$ cat config.mk
export PLATFORM = sky130hd
export DESIGN_NAME = log_adder
export DESIGN_NICKNAME = d
export VERILOG_FILES = /design/src/rtl/log_adder.sv
export SDC_FILE = /design/constraint.sdc
export NUM_CORES = 1
export LEC_CHECK = 0
export CORE_UTILIZATION = 50
export CTS_CLUSTER_DIAMETER = 50
export DETAILED_ROUTE_END_ITERATION = 10
export GPL_TIMING_DRIVEN = 0
export PLACE_DENSITY = 0.91
export SLEW_MARGIN = 20
export SYNTH_ARGS = -nofsm -noshare
export SYNTH_HDL_FRONTEND = slang
export SYNTH_SLANG_ARGS = --single-unit
$ cat constraint.sdc
create_clock -name clk -period 0.8 [get_ports clk]
set_input_delay 0.24 -clock clk [delete_from_list [all_inputs] [get_ports clk]]
set_output_delay 0.24 -clock clk [all_outputs]
set_load 0.01 [all_outputs]
$ cat src/rtl/log_adder.sv
// log_adder: log-domain adder stage of a Mitchell-style approximate 8x8 multiplier
//   clk, rst_n  : rising-edge clock, asynchronous active-low reset
//   in_valid,a,b: operands, captured when in_valid is high
//   out_valid   : registered copy of in_valid
//   frac_*      : fraction-adder sum, carry-out and bit-5-to-6 carry
//   char_result, lod_cout : characteristic sum and its carry-out
//   zero_flag   : an operand was zero; all results are then forced to 0
module log_adder (
    input  logic       clk,
    input  logic       rst_n,
    input  logic       in_valid,
    input  logic [7:0] a,
    input  logic [7:0] b,
    output logic       out_valid,
    output logic       frac_cout,
    output logic       lod_cout,
    output logic       frac_carry,
    output logic [6:0] frac_result,
    output logic [2:0] char_result,
    output logic       zero_flag
);
    logic [2:0] ka, kb;
    logic [6:0] xa, xb;
    logic [7:0] s;
    logic [6:0] s_lo;
    logic [3:0] c;
    logic       zero;
    always_comb begin
        ka = 3'd0;
        kb = 3'd0;
        for (int i = 0; i < 8; i++) begin
            ka = a[i] ? 3'(i) : ka;
            kb = b[i] ? 3'(i) : kb;
        end
        // shifting the leading one out of bit 7 leaves the left-aligned fraction
        xa   = 7'(a << (3'd7 - ka));
        xb   = 7'(b << (3'd7 - kb));
        s    = {1'b0, xa} + {1'b0, xb};
        s_lo = {1'b0, xa[5:0]} + {1'b0, xb[5:0]};
        c    = {1'b0, ka} + {1'b0, kb} + {3'd0, s[7]};
        zero = (a == 8'd0) || (b == 8'd0);
    end
    always_ff @(posedge clk or negedge rst_n) begin
        if (!rst_n) begin
            out_valid   <= 1'b0;
            frac_cout   <= 1'b0;
            lod_cout    <= 1'b0;
            frac_carry  <= 1'b0;
            frac_result <= 7'd0;
            char_result <= 3'd0;
            zero_flag   <= 1'b0;
        end else begin
            out_valid <= in_valid;
            if (in_valid) begin
                frac_cout   <= zero ? 1'b0 : s[7];
                lod_cout    <= zero ? 1'b0 : c[3];
                frac_carry  <= zero ? 1'b0 : s_lo[6];
                frac_result <= zero ? 7'd0 : s[6:0];
                char_result <= zero ? 3'd0 : c[2:0];
                zero_flag   <= zero;
            end
        end
    end
endmodule

Yosys cells after proc, flatten, opt, wreduce, memory -nomap -nowiden
Cells that the tools add are included.
{ "word_totals": {"regBits": 15, "input_bits": 19, "output_inout_bits": 15, "word_cells": 37} }
{ "op_classes": {"addsub": 6, "shift": 2, "n_mux": 19, "reduce_logical": 3} }
{ "ops": {"columns": ["op", "n"], "rows": [
  ["$mux W3", 9],
  ["$logic_not A8 Y1", 2],
  ["$shl A8 B3 Y7", 2],
  ["$add A7 B7 Y8", 1],
  ["$mux W2", 4],
  ["$add A6 B6 Y7", 1],
  ["$mux W7", 1],
  ["$sub A3 B3 Y3 const A", 2],
  ["$mux W1", 5],
  ["$add A3 B3 Y4", 1],
  ["$add A4 B1 Y4", 1],
  ["$logic_or A1 B1 Y1", 1]
]} }

Depth between registers and ports, before layout
Gate-level depths: netlist (run 1).
{ "depth": {"depth_word": 12, "ltp_mapped": 17, "mapped_depth_nobuf": 16} }

Least setup slack after synthesis (run 1)
Ideal clock, no wire load.
{ "synth_path": {"path_type": "input-to-reg", "startpoint": "input b[7]", "endpoint": "register char_result[2]", "setup_time_ns": 0.078, "t_arrival_ns": 3.193, "required_time_ns": 0.722, "slack_ns": -2.471, "path_stages": 14, "path_buffers": 1, "cell_sequence": "clkbuf_1 -> nor2_2 -> o31ai_4 -> mux4_2 -> and2_1 -> ha_1 -> o211ai_1 -> a21oi_1 -> o21a_1 -> nor2_1 -> fa_1 -> fa_1 -> xor2_1 -> o2bb2ai_1"} }
{ "synth_between": {"elab_chain_len": 6, "word_cells_on_any_way": 9, "classes_between": "4 x add/sub; 1 x shift; 2 x mux; 2 x reduce/logical"} }
{ "synth_lines": {"columns": ["item", "line", "text"], "rows": [
  ["start, declared", "13", "input logic [7:0] b,"],
  ["$mux W3", "33", "kb = b[i] ? 3'(i) : kb;"],
  ["$sub A3 B3 Y3", "37", "xb = 7'(b << (3'd7 - kb));"],
  ["$shl A8 B3 Y7", "37", null],
  ["$add A7 B7 Y8", "38", "s = {1'b0, xa} + {1'b0, xb};"],
  ["$add A4 B1 Y4", "40", "c = {1'b0, ka} + {1'b0, kb} + {3'd0, s[7]};"],
  ["$mux W3 (*)", "59", "char_result <= zero ? 3'd0 : c[2:0];"],
  ["end signal, assigned", "59", null],
  ["end, declared", "19", "output logic [2:0] char_result,"]
]} }
Mark *: on every way between the ends. The rest lies on a longest branch, timed or not.
A chain may end at the register's enable or synchronous reset.

Final worst setup path (run 1)
{ "layout_path": {"startpoint": "input a[3]", "endpoint": "register char_result[1]"} }
{ "layout_between": {"elab_chain_len": 10, "word_cells_on_any_way": 13, "classes_between": "4 x add/sub; 1 x shift; 6 x mux; 2 x reduce/logical"} }
{ "layout_lines": {"columns": ["item", "line", "text"], "rows": [
  ["start, declared", "12", "input logic [7:0] a,"],
  ["$mux W2", "32", "ka = a[i] ? 3'(i) : ka;"],
  ["$mux W3 (4 in a row)", "32", null],
  ["$sub A3 B3 Y3", "36", "xa = 7'(a << (3'd7 - ka));"],
  ["$shl A8 B3 Y7", "36", null],
  ["$add A7 B7 Y8", "38", null],
  ["$add A4 B1 Y4", "40", null],
  ["$mux W3 (*)", "59", null]
]} }
Marks and branches as above.

==> metrics.md, run 1 <==
| Metric | Value |
|---|---|
| Endpoints failing setup | 29 |
| Core footprint | approximately 2700 sq um |
| Leak | around 0.0011 uW |
| Max-cap violation count | 0 |
| Netlist cell types | 43 |
| Sequential area share after synthesis | 0.260 |
| Worst setup EP type | flip-flop |
| Largest net degree at the start of global routing | 16 |
| Xor/xnor share of the synthesized area | 0.0243 |
| # clock sinks | 15 |
| Worst Tran Pin Value | 645 ps |
| Data required, critical path | 980 ps |
| Pins over their slew limit | 0 |
| Gr ovfl total | 0 |
| RSZ-0062 raised after global routing | true |
| Worst-Skew Late Latency | slightly below 300 ps |
| Avg WL per Cell | about 19 microns |
| Starting density of the core | 0.528 |
| Number of synthesized flops with an enable pin | 0 |
| Hold Slack | -44.7 ps |
| Via density | slightly above 6 |
| Max Freq | about 320 MHz |
| Mapped Cells | 159 |
| GP Congestion | 0.871 |
| Async SR Flop Fraction | 1.00 |
| Hold_buf cts | 0 |
| Cell area after synthesis | 1440 sq um |
| Die Y | 55.7 microns |
| Main combinational cell family by area after synthesis | compound AO/OA/AOI/OAI gates |
| Failing checks | hold timing, setup timing |
| Switch Pwr | 1290 uW |
| Die width | 55.7 microns |
| Net Sw Frac | 0.375 |
| Maximum vdd drop | between 2 and 2.5 mV |
| Starting DRT DRC Count | 109 |
| Type of the worst setup path | in2reg |
| Die ar. | 3100 sq um |
| Nets | 261 |
| Vias in the first global route | 1587 |
| Endpoints failing hold | 15 |
| Synth Area in Adders | 0.120 |
| Non-Filler Instances | 260 |
| Complex-gate fraction of the synthesized area | 0.323 |
| Slew Limit Headroom | 0.569 |
| Fraction of layout instances using a drive strength above 1 | 0.511 |
| Number of diodes | 0 |
| Setup ws final | -2340 ps |
| Synth Warn # | 0 |
| Root Buffer | clkbuf_4 |
| Pwr Density | 1520 nW/um^2 |
| Syn_nets | 190 |
| Placed insts | 220 |
| Total number of vias | 1613 |
| #FFs+latches synth | 15 |
| Simple-Gate Fraction of Synth Area | 0.154 |
| Fill cells | 142 |
| Reg-to-reg slack, setup | -50 ps |
| Clock buffer count from CTS | 3 |
| Share of power burned in registers | 0.289 |
| Int Power | 2140 uW |
| Core Util, Final | 0.826 |
| Final wirelength | between 4 and 5 mm |
| Outcome | finished with violations |
| CTS tree | done |
| TritonRoute pass-1 iters | 4 |
| Mux contribution to synthesized area | 0.0650 |
| Overall Global Routing Usage | 0.298 |
| Floorplan row count | 19 |
| CTS clk-pin slew, worst paths | 80 ps |
| Worst Clk Skew | 0 ps |
| Hpwl dp | 2.98 mm |
| # port buffers | 30 |
| Antenna violations before repair | 0 |
| Combinational share of power | 0.588 |
| I/O pins | 34 |
| Overall power | around 3400 uW |
| Post-route cell area | 2260 sq um |
| H-Tree Depth | 1 |
| Placed Instance Area | 1860 sq um |
| DRC viols | 0 |
| CP startpoint kind | primary input |
| Critical Path AT | 3320 ps |
| Clock buffer depth | 2 |
| Main synth FF type | dfrtp_1 |
| Post-route minimum period | 3140 ps |
| ANT nets after route | 0 |
| Global-route wire length before repair | 7.25 mm |
| Clk network pwr share | 0.124 |
| Post-route clock period utilization | 3.92 |
| Min-Delay Path Class | in2async |
| Layout area overhead | 56.5% |
| Avg Cell Area, Syn | 9.07 sq um |
| Worst-path fanout max | 6 |
==> worst max-delay path, cell delays in order <==
cell             delay, ps
clkdlybuf4s15_1        320
nor2_1                 170
o31ai_4                310
a21oi_1                 90
a21o_1                 200
nor2_2                 200
ha_4                   180
a211o_1                110
o211ai_1               140
a21oi_2                190
o21a_1                 140
nor2_2                  40
fa_2                   360
fa_2                   560
o2bb2ai_2               60
==> area by class of cell <==
type                       count  area (sq um)  share of cell area
buffer                         5          58.8              0.0260
clock buffer                   4          26.3              0.0116
inverter                      15          58.8              0.0260
multi-input combinational    124          1170               0.520
sequential                    15           375               0.166
tap                           31          38.8              0.0172
timing repair buffer          66           526               0.233
==> metrics by stage <==
step                      setup WS, ps  hold slack, ps  TNS, ps
after detailed placement         -3350             480   -43030
final                            -2340           -44.7   -25780
after floorplan                  -2420           -55.6   -21790
after CTS                        -2250             289   -24260
after global placement           -3200             460   -40840
after global routing             -2420            9.10   -27070
==> registers in the layout (all words and copies together) (netlist names) <==
register,flops
char_result,3
frac_carry,1
frac_cout,1
frac_result,7
lod_cout,1
out_valid,1
zero_flag,1
==> routing by layer <==
| metal | wire length [microns] | global-route usage | share of wire |
|---|---|---|---|
| met1 | 1910 | 0.353 | 0.39 |
| met2 | 2540 | 0.518 | 0.52 |
| met3 | 267 | 0.0628 | 0.055 |
| met4 | 181 | 0.129 | 0.037 |
| met5 | 0 | 0 | 0 |
==> path summary, 6_finish.rpt <==
check	start	endpoint	cells past startpoint
max	a[3]	char_result[1]	15
min	rst_n	frac_result[6]	1
max reg2reg	frac_result[4]	frac_result[4]	3
min reg2reg	zero_flag	zero_flag	1
max in group asynchronous	rst_n	frac_result[5]	1
min in group clk	in_valid	out_valid	1
==> cells by family (layout without fill, tap and decap cells) <==
group | Yosys count | count (layout)
AOI/OAI and AO/OA | 58 | 58
xor gates and xnor gates | 4 | 4
adders and majority gates | 12 | 12
buffers and inverters | 20 | 90
DFF | 15 | 15
muxes | 8 | 8
and+or+nand+nor | 42 | 42
==> power groups by stage <==
stage	logic [uW]	registers, uW	clock network [uW]
after CTS	1790	989	434
after global placement	1440	1010	0
after floorplan	780	1080	0
final	2020	991	424
after detailed placement	1490	1020	0
after global routing	2140	1000	478
==> synthesized netlist by cell type, drive strengths merged, types with 3 or more instances <==
library cell | count | area share
nand2 | 8 | 0.021
mux2i | 6 | 0.042
o31ai | 3 | 0.038
fa | 3 | 0.042
a21oi | 12 | 0.042
buf | 3 | 0.010
and2 | 3 | 0.013
dfrtp | 15 | 0.26
o21ai | 8 | 0.033
nor2b | 6 | 0.026
nor2 | 16 | 0.043
inv | 15 | 0.039
o2bb2ai | 11 | 0.067
ha | 9 | 0.078
o221ai | 3 | 0.018
a21o | 4 | 0.021
==> layout by cell type (no fill, tap or decap), drive strengths merged, types with 3 or more instances in the layout <==
master | Yosys | layout
a21o | 4 | 4
a21oi | 12 | 12
and2 | 3 | 3
buf | 3 | 64
clkbuf | 2 | 6
dfrtp | 15 | 15
dlygate4sd2 | 0 | 3
fa | 3 | 3
ha | 9 | 9
inv | 15 | 15
mux2i | 6 | 6
nand2 | 8 | 8
nor2 | 16 | 16
nor2b | 6 | 6
o21ai | 8 | 8
o221ai | 3 | 3
o2bb2ai | 11 | 11
o31ai | 3 | 3
==> what timing repair did <==
action                                  in CTS  in global routing
pin swaps                                   34                 21
resized for setup                          153                 22
cloned                                       0                  1
buffers inserted                            26                  9
endpoints found under the setup margin      29                 44
No activity file was read; power rests on OpenSTA's default activity.
==> inputs of run 2 (changes only) <==
--- a/config.mk
+++ b/config.mk
@@ -5,10 +5,12 @@
 export SDC_FILE = /design/constraint.sdc
 export NUM_CORES = 1
 export LEC_CHECK = 0
+export CORE_ASPECT_RATIO = 1.1
 export CORE_UTILIZATION = 50
 export CTS_CLUSTER_DIAMETER = 50
 export DETAILED_ROUTE_END_ITERATION = 10
 export GPL_TIMING_DRIVEN = 0
+export MAX_ROUTING_LAYER = met4
 export PLACE_DENSITY = 0.91
 export SLEW_MARGIN = 20
 export SYNTH_ARGS = -nofsm -noshare
==> run 2 against run 1 <==
Against the previous run:
- the run still ends with hold timing, setup timing left
- total power grew 10%
- cell area grew 4.2%
- sequential power about the same
- routed wire length up 19%
- clock skew is the same
- critical path type unchanged
==> metrics.md, run 2 (synthesis results as in run 1) <==
| Metric | Value |
|---|---|
| Outcome | finished with violations |
| Failing checks | hold timing, setup timing |
| Fraction of layout instances using a drive strength above 1 | 0.545 (+0.0338) |
| Final wirelength | 5.81 mm (+19%) |
| Met2 Track Usage GR | 0.613 (+0.0944) |
| Data required, critical path | 1050 ps (+70 ps) |
| Critical Path AT | 3450 ps (+130 ps) |
| Pwr Density | 1600 nW/um^2 (+5.7%) |
| GR Layer Usage met3 | 0.0672 (+0.00439) |
| # clock sinks | 15 (unchanged) |
| Worst r2r dst | frac_result[4] |
| Global-route wire length before repair | 8.09 mm (+12%) |
| ANT nets after route | 0 (unchanged) |
| Die width | 53.2 microns (-4.5%) |
| Worst-path fanout max | 5 (-1) |
| Number of diodes | 0 (unchanged) |
| Vias in the first global route | 1685 (+6.2%) |
| Die ar. | 3100 sq um (about the same) |
| CTS clk-pin slew, worst paths | 100 ps (+20 ps) |
| Via density | 6.36 (+2.5%) |
| Clock buffer depth | 2 (unchanged) |
| Hold Slack | -53.6 ps (-8.83 ps) |
| Type of the worst setup path | in2reg |
| Antenna violations before repair | 0 (unchanged) |
| Worst Clk Skew | 0 ps (unchanged) |
| Worst setup EP type | flip-flop |
| Avg WL per Cell | 21.7 microns (+15%) |
| Reg2Reg Launch Point | frac_result[4] |
| Met1 Usage GRT | 0.430 (+0.0770) |
| Worst Tran Pin Value | 700 ps (+55.1 ps) |
| Leak | 0.00109 uW (+3.6%) |
| CTS tree | done |
| Post-route clock period utilization | 4.01 (+0.0884) |
| Most common cell after layout, fill and taps aside | buf_4 |
| Hpwl dp | 2.89 mm (-3.0%) |
| Post-route minimum period | 3210 ps (+70.7 ps) |
| Core footprint | 2750 sq um (+0.69%) |
| Global route hottest layer | met2 |
| Nets | 267 (+2.3%) |
| Top Registers | frac_result: 7 flops, char_result: 3 flops |
| Overall Global Routing Usage | 0.376 (+0.0789) |
| I/O pins | 34 (unchanged) |
| CP startpoint kind | primary input |
| Max-cap violation count | 0 (unchanged) |
| Layout area overhead | 63.1% |
| Floorplan row count | 20 (+1) |
| TritonRoute pass-1 iters | 4 (unchanged) |
| Largest net degree at the start of global routing | 16 (unchanged) |
| Maximum vdd drop | 2.10 mV (+4.1%) |
| Starting density of the core | 0.524 (-0.00360) |
| Min-Delay Path Class | in2async |
| Gr ovfl total | 0 (unchanged) |
| DRC viols | 0 (unchanged) |
| Endpoints failing hold | 15 (unchanged) |
| Hold_buf cts | 0 (unchanged) |
| # port buffers | 30 (unchanged) |
| Slew Limit Headroom | 0.532 (-0.0368) |
| Total number of vias | 1704 (+5.6%) |
| Clock buffer count from CTS | 3 (unchanged) |
| Core Util, Final | 0.855 (+0.0289) |
| Starting DRT DRC Count | 51 (-53%) |
| GP Congestion | 0.854 (-1.9%) |
| Number of flip-flops in the largest register | 7 (unchanged) |
| Die Y | 58.3 microns (+4.7%) |
| Setup ws final | -2410 ps (-70.7 ps) |
| Endpoints failing setup | 29 (unchanged) |
| Worst Reg-to-Reg Cells | 3 (unchanged) |
| Worst-Skew Late Latency | 320 ps (+30 ps) |
| Root Buffer | clkbuf_4 |
| Pins over their slew limit | 0 (unchanged) |
| H-Tree Depth | 1 (unchanged) |
| RSZ-0062 raised after global routing | true |
| Largest Register | frac_result |
| Reg-to-reg slack, setup | -80 ps (-30 ps) |
| Most frequent cells in the layout | buf_4 (36), buf_2 (21), dfrtp_1 (15), buf_6 (12), inv_1 (12) |
| Max Freq | 312 MHz (-2.2%) |
[run 2: cell types whose count changed in the layout (fill, tap and decap cells not counted), moves of 2 or more]
cell      previous run  this run
ha_1                 7         5
ha_4                 2         4
buf_2               17        21
buf_4               33        36
buf_8                2         0
o21ai_2              1         4
a211oi_2             2         0
mux2i_4              0         2
o21ai_1              2         0
nor2_2               8         6
[run 2: worst max path at each step]
stage | from | to | slack [ps] | cells past startpoint
after floorplan | a[2] | char_result[1] | -2420 | 13
after global placement | a[4] | char_result[1] | -3200 | 14
after detailed placement | a[4] | char_result[2] | -3280 | 15
after CTS | a[4] | char_result[2] | -2270 | 16
after global routing | a[4] | char_result[1] | -2490 | 15
final | a[4] | char_result[2] | -2410 | 15
[run 2: what timing repair did]
item,4_1_cts,5_1_grt
setup buffers,39,11
gates resized for setup,149,29
setup endpoints to repair,29,44
cloned,1,0
pin swaps,31,20
[run 2: power breakdown]
| part | total (uW) | switching [uW] | internal, uW |
|---|---|---|---|
| combinational | 2310 | 1130 | 1180 |
| clock | 466 | 279 | 188 |
| sequential | 1000 | 91.9 | 912 |
[run 2: critical path: stages]
cell       delay (ps)
buf_12            100
or3b_4            400
a31oi_4           290
mux2i_2           290
a21o_1            210
nor2_4             60
ha_4              270
o211ai_1          150
a21oi_2           200
o21a_1            160
nor2_2             60
fa_2              370
fa_2              370
xor2_1            150
o2bb2ai_1         140
[run 2: metal layers]
| metal | routed length, microns | share of wire | vias up |
|---|---|---|---|
| met3 | 363 | 0.062 | 37 |
| met2 | 2900 | 0.50 | 90 |
| met4 | 385 | 0.066 | 0 |
| li1 | - | - | 748 |
| met1 | 2160 | 0.37 | 829 |
| met5 | 0 | 0 | - |
[run 2: stage by stage]
| step | instance area [sq um] | setup slack (ps) | setup TNS (ps) | total power [uW] | cells |
|---|---|---|---|---|---|
| CTS | 2240 | -2270 | -25370 | 3390 | 265 |
| global placement | 1860 | -3200 | -41170 | 2440 | 222 |
| detailed placement | 1860 | -3280 | -43100 | 2500 | 222 |
| floorplan | 1520 | -2420 | -21790 | 1860 | 159 |
| global route | 2350 | -2490 | -28090 | 3940 | 268 |
| finish | 2350 | -2410 | -26790 | 3780 | 268 |
[run 2: layout make-up]
type | instances | area (sq um)
multi-input combinational | 124 | 1250
timing repair buffer | 72 | 544
fill | 136 | 399
sequential | 15 | 375
buffer | 5 | 58.8
inverter | 15 | 56.3
tap | 33 | 41.3
clock buffer | 3 | 22.5
clock inverter | 1 | 5.00
